$ cat src/rtl/instruction_fetch_pkg.sv
// Shared field positions, type encodings and fetch state enum for the fetch stage.
// Defining FETCH_HALT_EN adds the S_HALT state.
package instruction_fetch_pkg;

  localparam int TYPE_W = 3;
  localparam int OP_W   = 5;

  localparam logic [2:0] TYPE_BRANCH = 3'b000;
  localparam logic [2:0] TYPE_ALU    = 3'b001;
  localparam logic [2:0] TYPE_CONST  = 3'b010;
  localparam logic [2:0] TYPE_MEM    = 3'b100;
  localparam logic [2:0] TYPE_JUMP   = 3'b110;
  localparam logic [2:0] TYPE_HALT   = 3'b111;

  typedef enum logic [2:0] {
    S_IDLE = 3'd0,
    S_REQ  = 3'd1,
    S_OUT  = 3'd2,
    S_DROP = 3'd3
`ifdef FETCH_HALT_EN
    , S_HALT = 3'd4
`endif
  } fetch_state_e;

  // Bit position of the type field MSB (top of the word).
  function automatic int type_msb(input int instr_w);
    return instr_w - 1;
  endfunction

  // Bit position of the op field MSB (directly below the type field).
  function automatic int op_msb(input int instr_w);
    return instr_w - 1 - TYPE_W;
  endfunction

  function automatic logic is_halt(input logic [2:0] instr_type);
    return instr_type == TYPE_HALT;
  endfunction

endpackage

$ cat src/rtl/pc_register.sv
// Program counter for the fetch stage: synchronous reset, redirect load and
// wrapping increment, with load taking priority over increment.
module pc_register #(
  parameter int              ADDR_W   = 16,
  parameter logic [ADDR_W-1:0] RESET_PC = {ADDR_W{1'b0}}
) (
  input  logic              clk,
  input  logic              rst,
  input  logic              load,
  input  logic [ADDR_W-1:0] load_pc,
  input  logic              inc,
  output logic [ADDR_W-1:0] pc
);

  logic [ADDR_W-1:0] pc_r;

  // PC update; the increment wraps naturally at 2^ADDR_W.
  always_ff @(posedge clk) begin
    if (rst) begin
      pc_r <= RESET_PC;
    end else if (load) begin
      pc_r <= load_pc;
    end else if (inc) begin
      pc_r <= pc_r + {{(ADDR_W-1){1'b0}}, 1'b1};
    end else begin
      pc_r <= pc_r;
    end
  end

  assign pc = pc_r;

endmodule

$ cat src/rtl/instruction_fetch.sv
// Fetch stage: owns the PC, runs a single-outstanding req/ack to instruction
// memory and hands registered words to decode. FETCH_HALT_EN enables HALT.
module instruction_fetch
  import instruction_fetch_pkg::*;
#(
  parameter int                ADDR_W   = 16,
  parameter int                INSTR_W  = 32,
  parameter logic [ADDR_W-1:0] RESET_PC = {ADDR_W{1'b0}}
) (
  input  logic               clk,
  input  logic               rst,
  output logic               imem_req,
  output logic [ADDR_W-1:0]  imem_addr,
  input  logic               imem_ack,
  input  logic [INSTR_W-1:0] imem_rdata,
  input  logic               redirect_valid,
  input  logic [ADDR_W-1:0]  redirect_pc,
  output logic               if_valid,
  input  logic               if_ready,
  output logic [INSTR_W-1:0] if_instr,
  output logic [ADDR_W-1:0]  if_pc,
  output logic [2:0]         if_type,
  output logic [4:0]         if_op,
  output logic               halted
);

  localparam int TYPE_MSB = type_msb(INSTR_W);
  localparam int OP_MSB   = op_msb(INSTR_W);

  fetch_state_e       state_r, state_s;
  logic [ADDR_W-1:0]  pc_s;
  logic [ADDR_W-1:0]  drop_addr_r;
  logic               pc_load_s;
  logic               capture_s;
  logic               imem_req_r;
  logic               if_valid_r;
  logic [INSTR_W-1:0] if_instr_r;
  logic [ADDR_W-1:0]  if_pc_r;
`ifdef FETCH_HALT_EN
  logic               halt_pend_r;
  logic               halted_r;
`endif

  pc_register #(
    .ADDR_W   (ADDR_W),
    .RESET_PC (RESET_PC)
  ) u_pc (
    .clk     (clk),
    .rst     (rst),
    .load    (pc_load_s),
    .load_pc (redirect_pc),
    .inc     (capture_s),
    .pc      (pc_s)
  );

  // Next-state logic; a redirect always wins over ack and the decode handshake.
  always_comb begin
    state_s   = state_r;
    capture_s = 1'b0;
    pc_load_s = redirect_valid;
    case (state_r)
      S_IDLE: state_s = S_REQ;
      S_REQ: begin
        if (redirect_valid) begin
          // Without an ack the old address must finish on the bus first.
          if (imem_ack) state_s = S_REQ;
          else          state_s = S_DROP;
        end else if (imem_ack) begin
          state_s   = S_OUT;
          capture_s = 1'b1;
        end else begin
          state_s = S_REQ;
        end
      end
      S_OUT: begin
        if (redirect_valid) begin
          state_s = S_REQ;
        end else if (if_ready) begin
`ifdef FETCH_HALT_EN
          if (halt_pend_r) state_s = S_HALT;
          else             state_s = S_REQ;
`else
          state_s = S_REQ;
`endif
        end else begin
          state_s = S_OUT;
        end
      end
      S_DROP: begin
        if (imem_ack) state_s = S_REQ;
        else          state_s = S_DROP;
      end
`ifdef FETCH_HALT_EN
      S_HALT: begin
        state_s   = S_HALT;
        pc_load_s = 1'b0;
      end
`endif
      default: state_s = S_IDLE;
    endcase
  end

  // State, handshake flags and captured instruction registers.
  always_ff @(posedge clk) begin
    if (rst) begin
      state_r     <= S_IDLE;
      imem_req_r  <= 1'b0;
      if_valid_r  <= 1'b0;
      if_instr_r  <= {INSTR_W{1'b0}};
      if_pc_r     <= {ADDR_W{1'b0}};
      drop_addr_r <= {ADDR_W{1'b0}};
`ifdef FETCH_HALT_EN
      halt_pend_r <= 1'b0;
      halted_r    <= 1'b0;
`endif
    end else begin
      state_r    <= state_s;
      imem_req_r <= (state_s == S_REQ) || (state_s == S_DROP);
      if_valid_r <= (state_s == S_OUT);
      if (capture_s) begin
        if_instr_r <= imem_rdata;
        if_pc_r    <= pc_s;
`ifdef FETCH_HALT_EN
        halt_pend_r <= is_halt(imem_rdata[TYPE_MSB -: TYPE_W]);
`endif
      end
      if ((state_r == S_REQ) && (state_s == S_DROP)) begin
        drop_addr_r <= pc_s;
      end
`ifdef FETCH_HALT_EN
      halted_r <= (state_s == S_HALT);
`endif
    end
  end

  assign imem_req  = imem_req_r;
  assign imem_addr = (state_r == S_DROP) ? drop_addr_r : pc_s;
  assign if_valid  = if_valid_r;
  assign if_instr  = if_instr_r;
  assign if_pc     = if_pc_r;
  assign if_type   = if_instr_r[TYPE_MSB -: TYPE_W];
  assign if_op     = if_instr_r[OP_MSB -: OP_W];
`ifdef FETCH_HALT_EN
  assign halted    = halted_r;
`else
  assign halted    = 1'b0;
`endif

endmodule

$ cat config.mk
export PLATFORM = sky130hd
export DESIGN_NAME = instruction_fetch
export DESIGN_NICKNAME = d
export VERILOG_FILES = /design/src/rtl/instruction_fetch_pkg.sv /design/src/rtl/pc_register.sv /design/src/rtl/instruction_fetch.sv
export SDC_FILE = /design/constraint.sdc
export NUM_CORES = 1
export LEC_CHECK = 0
export ABC_CLOCK_PERIOD_IN_PS = 4500
export CORE_UTILIZATION = 48
export DETAILED_ROUTE_END_ITERATION = 7
export PLACE_DENSITY = 0.87
export SYNTH_ARGS = -nofsm -noshare
export SYNTH_HDL_FRONTEND = slang
export SYNTH_SLANG_ARGS = --single-unit
$ cat constraint.sdc
create_clock -name clk -period 4.5 [get_ports clk]
set_input_delay 0.675 -clock clk [delete_from_list [all_inputs] [get_ports clk]]
set_output_delay 0.675 -clock clk [all_outputs]
set_load 0.01 [all_outputs]
After elaboration in Yosys (flattened, before gate mapping)
Cells that the tools add are included.
- register bits after elaboration: 85
- bits in latches: 0
- memory bits (writable): 0
- bits in read-only memories: 0
- bits of input ports: 53
- output and inout port bits: 75
- memories kept: 0
- add/sub/neg operators: 1
- multiply operators: 0
- divide/modulo/power cells: 0
- magnitude comparators: 0
- eq/ne operators: 6
- shifts and indexed selects: 0
- muxes and demuxes: 12
- bitwise gates (word level): 0
- reduce and logical (&&, ||, !) cells: 4
- operators with widths (kind ; count):
    $mux 16 ; 3
    $add 16x1->16 const B ; 1
    $eq 3x2->1 const B ; 4
    $pmux 3 s4 ; 1
    $mux 2 ; 4
    $eq 3x1->1 const B ; 2
    $logic_not 3->1 ; 1
    $mux 1 ; 3
    $mux 3 ; 1
    $reduce_bool 2->1 ; 1
    $logic_and 1x1->1 ; 1
    $logic_or 1x1->1 ; 1

Logic depth before layout (Yosys ltp)
Gate-level depths: netlist of the first run.
- word-level depth: 5
- mapped depth: 9
- depth with buffers taken out: 6

Modules after synthesis
Synthesis of the first run repeated with hierarchy kept, for this count alone.
- cells, all modules: 417
- area, all modules: 4147.7 um2
- modules (own cells, without submodules) (module ; instances ; cells each ; area each (um2) ; sequential area each (um2)):
    instruction_fetch ; 1 ; 305 ; 3163.0 ; 1361.3
    pc_register ; 1 ; 112 ; 984.7 ; 320.3

Worst setup path after synthesis of the first run
OpenSTA, ideal clock, no wires.
- path type: input-to-reg
- start: input port redirect_valid
- end: register u_pc.pc_r[15] (netlist: u_pc.pc[15])
- library setup time: 0.120 ns
- arrival: 2.575 ns
- data required time: 4.380 ns
- slack: 1.805 ns
- cell stages on the path: 8
- buffers on the path: 2
- cell sequence: inv_1 -> clkbuf_1 -> buf_1 -> ha_1 -> nand3b_4 -> or3_1 -> o31a_1 -> o31a_1
- cells in the longest elaborated chain, start to end: 3
- RTL lines (element ; line ; RTL):
    start: declaration ; instruction_fetch.sv:16 ; input logic redirect_valid,
    $mux 1 ; instruction_fetch.sv:64 ; if (redirect_valid) begin
    $mux 1 ; instruction_fetch.sv:61 ; case (state_r)
    $reduce_bool 2->1 (no line) ; - ;
    end signal: assignment ; pc_register.sv:22 ; pc_r <= load_pc;
    end signal: assignment ; pc_register.sv:24 ; pc_r <= pc_r + {{(ADDR_W-1){1'b0}}, 1'b1};
    end signal: assignment ; pc_register.sv:26 ; pc_r <= pc_r;
    end: declaration ; pc_register.sv:15 ; logic [ADDR_W-1:0] pc_r;
Several ways; a longest one is shown, not always the timed one.
A chain may end at the register's enable or synchronous reset.

Worst setup path in the final report of the first run
- start: register state_r[0]
- end: output port imem_addr[15]
- cells in the longest elaborated chain, start to end: 2
- RTL lines (element ; line ; RTL):
    start: declaration ; instruction_fetch.sv:30 ; fetch_state_e state_r, state_s;
    start signal: assignment ; instruction_fetch.sv:117 ; state_r <= state_s;
    $eq 3x2->1 ; instruction_fetch.sv:137 ; assign imem_addr = (state_r == S_DROP) ? drop_addr_r : pc_s;
    $mux 16 ; instruction_fetch.sv:137 ;
    end: declaration ; instruction_fetch.sv:13 ; output logic [ADDR_W-1:0] imem_addr,
Every way passes these cells.

==> metrics.cfg, run 1 <==
[placement]
port_buffers=126
gp_congestion=0.741
pre_cts_ws_ps=1140
dpl.hpwl_um=5960

[power]
ir_worst_vdd_mv=0.195
swShare_pct=25.7
pwr-share-seq_pct=51.3
p_sw_mw=0.401
intPower_mw=1.16
p_clk_share_pct=34.8
leakage_nw=1.68
p_per_area_mw_per_mm2=318
p_comb_share_pct=13.8

[setup_path]
r2r_setup_slack_ps=2300
worstSetupEndpointType=primary output
rr_endpoint=u_pc.pc[15]$_SDFFE_PP0P_
worstSetupStartpoint=state_r[0]$_SDFF_PP0_
cp_max_fo=16
crit_type=reg2out
r2r_start=state_r[0]$_SDFF_PP0_
cp.arrival_ps=2290
critPathLaunchType=register
reg2regPathDepth=4
cp.required_ps=3830
crit_end=imem_addr[15]

[route]
post_drt_wl_per_cell_um=13.9
final_antenna_net_count=0
drt_iter0_drc=221
detail_route.wirelength_um=8780
dr.pass1.iters=4
drc=0
via_per_inst=5.15
vias=3263

[yosys]
synth_flop_cell=dfxtp_1
synth-edff-count=0
ys_ff_latch=84
synth_warnings=0
syn_avg_cell_area_um2=8.08
synth_top_area_share_pct=47.7
post_synth_num_cell_types=37
synth_area_leaders=dfxtp_1, nand2_1, a21oi_1
syn_inst=436
synth_top_area_cell=dfxtp_1
netlist_top_cells_count=nand2_1, dfxtp_1, a21oi_1, clkbuf_1, mux2_2
ys_seq_area_share_pct=47.7
ys_async_sr_fraction_pct=0
syn_area_mm2=0.00352
yosysMostFrequentCell=nand2_1
syn_nets=491

[timing]
tightest_slew_ps=1040
drv_slew=0
finClkSkew_ps=7.69
fmax_ghz=0.338
setup_violations=0
fin_crit_sh_pct=65.8
finalCriticalPeriod_ps=2960
finalSetupTns_ps=0
slew_headroom_pct=30.0
rsz0062_at_grt=false
layout_setup_ws_ps=1540
hold_viol=0

[clocking]
cts_inserted_buffers=9
cts.sinks=84
holdBufCountCts=0
cts_tree=yes
cts_root_buf=clkbuf_8
clkLatencyLatePin_ps=360
clk_pin_slew_ps=80
htreeDepth=3
cts_resized=0
clockBufferDepth=2
cts_setup_buffers=0

[global_routing]
antenna_found_initial=0
grt_usage_pct=24.0
grt_max_degree=62
grt_overflow=0
grt_pass1_wl_um=14200
grt_pass1_vias=3161

[cells_and_area]
nets=588
diodes=0
final_layout_size_suffix_gt1_share_pct=7.62
multi_input_area_mm2=0.00162
ff_latch_area_mm2=0.00168
area_growth_pct=39.7
nFillCells=546

[worst_hold_path]
hp-class=reg2reg

[floorplan]
dieArea_mm2=0.00768
coreArea_mm2=0.00694
die_w_um=87.7
row_count=30
die_y_um=87.7
start_util_pct=50.7
num_io_pins=128

[flow_run]
maxCapViolCount=0

[outcome]
status=completed

==> layout by cell type (no fill, tap or decap), types with 2 or more instances in the layout <==
cell type / count
a211oi_1: 10
a21oi_1: 67
a311oi_1: 3
buf_4: 3
clkbuf_8: 10
clkdlybuf4s50_1: 125
clkinv_2: 2
clkinvlp_4: 2
dfxtp_1: 84
ha_1: 2
inv_1: 6
mux2_2: 16
mux2i_1: 2
nand2_1: 136
nand3_1: 5
nand4_1: 2
nor2_1: 15
nor3_1: 8
nor4_1: 5
o21ai_0: 2
o31a_1: 2
or3_1: 4
xnor2_1: 9
xor2_1: 2
==> critical path: stages (launching register included) <==
cell and delay (ps):
dfxtp_1 460, nand2_1 500, mux2_2 460, clkdlybuf4s50_1 510
==> how the worst min path moves through the flow <==
stage | start | to | slack [ps] | depth (start not counted)
global placement | drop_addr_r[6]$_SDFFE_PP0P_ | drop_addr_r[6]$_SDFFE_PP0P_ | 440 | 2
global route | if_pc[9]$_SDFFE_PP0P_ | if_pc[9]$_SDFFE_PP0P_ | 480 | 2
CTS | if_instr[10]$_SDFFE_PP0P_ | if_instr[10]$_SDFFE_PP0P_ | 460 | 2
finish | if_instr[6]$_SDFFE_PP0P_ | if_instr[6]$_SDFFE_PP0P_ | 460 | 2
detailed placement | drop_addr_r[0]$_SDFFE_PP0P_ | drop_addr_r[0]$_SDFFE_PP0P_ | 450 | 2
floorplan | drop_addr_r[0]$_SDFFE_PP0P_ | drop_addr_r[0]$_SDFFE_PP0P_ | 430 | 2
==> registers in the layout, summed over array words and instances (netlist names) <==
| signal | count |
|---|---|
| if_valid | 1 |
| u_pc.pc | 16 |
| if_instr | 32 |
| drop_addr_r | 16 |
| imem_req | 1 |
| if_pc | 16 |
| state_r | 2 |
==> area by class of cell <==
cell class,instances,area share [%]
Clock buffer,10,2.80
Timing Repair Buffer,129,26.0
Multi-Input combinational cell,303,32.9
Clock inverter,6,1.30
Inverter,6,0.458
Tap cell,96,2.44
Sequential cell,84,34.2
==> metal layers <==
metal | wire length (um) | GRT usage (%) | share of wire (%)
met5 | 0 | 0 | 0
met4 | 282 | 13.4 | 3.2
met3 | 628 | 6.69 | 7.2
met2 | 4250 | 39.7 | 48
met1 | 3620 | 28.0 | 41
==> cell families (layout without fill, tap and decap cells) <==
kind of cell | count (synthesis) | in the layout | share of synthesized area [%]
AO/OA/AOI/OAI | 88 | 88 | 14.0
other | 1 | 1 | 0.106
adder cells (fa/ha/maj) | 2 | 2 | 0.710
buffers and inverters | 49 | 151 | 6.39
XOR/XNOR | 11 | 11 | 2.74
AND/OR/NAND/NOR | 183 | 183 | 22.6
flip-flops | 84 | 84 | 47.7
multiplexers | 18 | 18 | 5.68
==> power groups by stage <==
stage,Clock [mW],Sequential (mW),Combinational (mW)
final,0.545,0.803,0.216
after global routing,0.582,0.807,0.235
after CTS,0.557,0.802,0.217
after detailed placement,0,0.820,0.216
after global placement,0,0.818,0.212
after floorplan,0,0.814,0.108
==> stage by stage <==
| step | hold WS (ps) | cells | util [%] | cell area, um^2 | power [mW] |
|---|---|---|---|---|---|
| floorplan | 434 | 436 | - | 3520 | 0.922 |
| global placement | 439 | 618 | 68.0 | 4720 | 1.03 |
| detailed placement | 447 | 618 | 68.0 | 4720 | 1.04 |
| CTS | 457 | 634 | 70.9 | 4920 | 1.58 |
| global route | 478 | 634 | 70.9 | 4920 | 1.62 |
| finish | 456 | 634 | 70.9 | 4920 | 1.56 |
Note: power is estimated with default switching activity, not from simulation.
==> inputs of run 2 (changes only) <==
- ABC_CLOCK_PERIOD_IN_PS: 4500 -> 2400
- CORE_UTILIZATION: 48 -> 40
- PLACE_DENSITY: 0.87 -> 0.78
- clock period: 4.5 -> 2.4 ns (I/O delays scaled with it)
==> metrics.cfg, run 2 (synthesis results as in run 1) <==
[global_routing]
grt_pass1_vias=3083  ; -2.5%
grt_usage_pct=20.6  ; -3.3 points
antenna_found_initial=0  ; unchanged
grt_overflow=0  ; unchanged
grt_pass1_wl_um=14600  ; +2.6%
grt_max_degree=34  ; -45%

[setup_path]
cp_cell_sequence=nand2_1, buf_4, mux2_2, clkdlybuf4s50_1
r2r_setup_slack_ps=570  ; -1730 ps
crit_type=reg2out
cp_top_family=buffers and inverters
r2r_start=u_pc.pc[0]$_SDFFE_PP0P_
worstSetupEndpointType=primary output
rr_endpoint=u_pc.pc[10]$_SDFFE_PP0P_
slowest_delay_ps=480  ; -30 ps
cp.arrival_ps=1930  ; -360 ps
cp_max_fo=16  ; unchanged
reg2regPathDepth=5  ; +1
critPathLaunchType=register
path_buf_inv=2  ; +1
cp.required_ps=2040  ; -1790 ps
crit_slowest_cell=clkdlybuf4s50_1

[floorplan]
row_count=33  ; +10%
start_util_pct=42.0  ; -8.7 points
die_w_um=95.8  ; +9.3%
num_io_pins=128  ; unchanged
coreArea_mm2=0.00838  ; +21%
die_y_um=95.8  ; +9.3%
dieArea_mm2=0.00918  ; +20%

[clocking]
clkLatencyLatePin_ps=350  ; about the same
htreeDepth=3  ; unchanged
cts_tree=yes
cts.sinks=84  ; unchanged
cts_resized=0  ; unchanged
clockBufferDepth=2  ; unchanged
cts_setup_buffers=0  ; unchanged
cts_root_buf=clkbuf_8
clk_pin_slew_ps=80  ; about the same
cts_inserted_buffers=9  ; unchanged
holdBufCountCts=0  ; unchanged

[timing]
setup_violations=0  ; unchanged
whs_ps=455  ; -0.432 ps
hold_viol=0  ; unchanged
layout_setup_ws_ps=111  ; -1430 ps
tightest_slew_ps=666  ; -378 ps
fmax_ghz=0.437
rsz0062_at_grt=false
drv_slew=0  ; unchanged
finClkSkew_ps=8.57  ; +0.875 ps
fin_crit_sh_pct=95.4
finalCriticalPeriod_ps=2290
finalSetupTns_ps=0  ; unchanged
slew_headroom_pct=55.0  ; +25 points

[power]
total_power_mw=3.17  ; +100%
p_sw_mw=0.739  ; +84%
ir_worst_vdd_mv=0.371  ; +90%
intPower_mw=2.43  ; +110%
p_per_area_mw_per_mm2=627  ; +97%
pwr-share-seq_pct=47.5  ; -3.8 points
p_clk_share_pct=39.4  ; +4.6 points
p_comb_share_pct=13.1  ; -0.7 points
leakage_nw=1.76  ; +4.4%
swShare_pct=23.3  ; -2.4 points

[outcome]
status=completed

[worst_hold_path]
holdPathStages=2  ; unchanged
hp-class=reg2reg
hold_start=if_instr[12]$_SDFFE_PP0P_
hold_end=if_instr[12]$_SDFFE_PP0P_

[cells_and_area]
stdcell_count=652  ; +2.8%
fin_area_mm2=0.00506  ; +2.8%
nets=597  ; +1.5%
nFillCells=728  ; +33%
layout_common_cells=nand2_1, clkdlybuf4s50_1, dfxtp_1
diodes=0  ; unchanged
final_common_cell=nand2_1
largest_register_ffs=32  ; unchanged
final_layout_size_suffix_gt1_share_pct=9.14  ; +1.5 points
area_growth_pct=43.6
fin_util_pct=60.3  ; -11 points

[route]
dr.pass1.iters=4  ; unchanged
drt_iter0_drc=159  ; -28%
post_drt_wl_per_cell_um=13.8  ; about the same
detail_route.wirelength_um=9030  ; +2.8%
final_antenna_net_count=0  ; unchanged
drc=0  ; unchanged
vias=3293  ; +0.92%
via_per_inst=5.05  ; -1.9%

[placement]
dp.cells=636  ; +2.9%
port_buffers=126  ; unchanged
gp_congestion=0.787  ; +6.1%
placed_area_mm2=0.00480  ; +1.7%
pre_cts_ws_ps=58.9  ; -1080 ps
dpl.hpwl_um=6370  ; +6.9%

[flow_run]
maxCapViolCount=0  ; unchanged

## run 2: cell count changes in the layout (fill, tap and decap cells not counted), sizes merged
cell      change
buf           +9
bufinv        +2
clkbuf        +1
clkinv        -1
clkinvlp      -2
## run 2: routing by layer
layer	vias to the layer above	wire, um	global-route usage, %
met5	-	0	0
met4	0	147	8.58
met3	12	628	5.85
met2	99	4270	33.8
met1	1529	3980	25.4
li1	1653	-	-
## run 2: power groups by stage
stage               Clock, mW  Combinational, mW  Sequential [mW]
floorplan                   0              0.203             1.53
global placement            0              0.407             1.54
detailed placement          0              0.415             1.54
CTS                      1.28              0.418             1.51
global route             1.34              0.452             1.52
finish                   1.25              0.415             1.51
## run 2: layout make-up
type                       count  area, um^2  area share (%)
timing repair buffer         138        1350            26.6
sequential                    84        1680            33.3
clock buffer                  11         151            2.99
clock inverter                 5         108            2.13
tap                          105         131            2.60
inverter                       6        22.5           0.445
multi-input combinational    303        1620            32.0
## run 2: how the worst max path moves through the flow
stage,start,endpoint,cells after the start
finish,state_r[0]$_SDFF_PP0_,imem_addr[15],4
global route,state_r[0]$_SDFF_PP0_,imem_addr[15],4
CTS,state_r[0]$_SDFF_PP0_,imem_addr[15],4
detailed placement,redirect_valid,u_pc.pc[14]$_SDFFE_PP0P_,8
global placement,redirect_valid,u_pc.pc[14]$_SDFFE_PP0P_,8
floorplan,redirect_valid,u_pc.pc[15]$_SDFFE_PP0P_,8
## run 2: tightest hold or removal path: cells and delay by family, from the launching register on
family / cells / cell delay [ps]
flops: 1 / 310
compound gates: 1 / 50
simple gates: 1 / 50
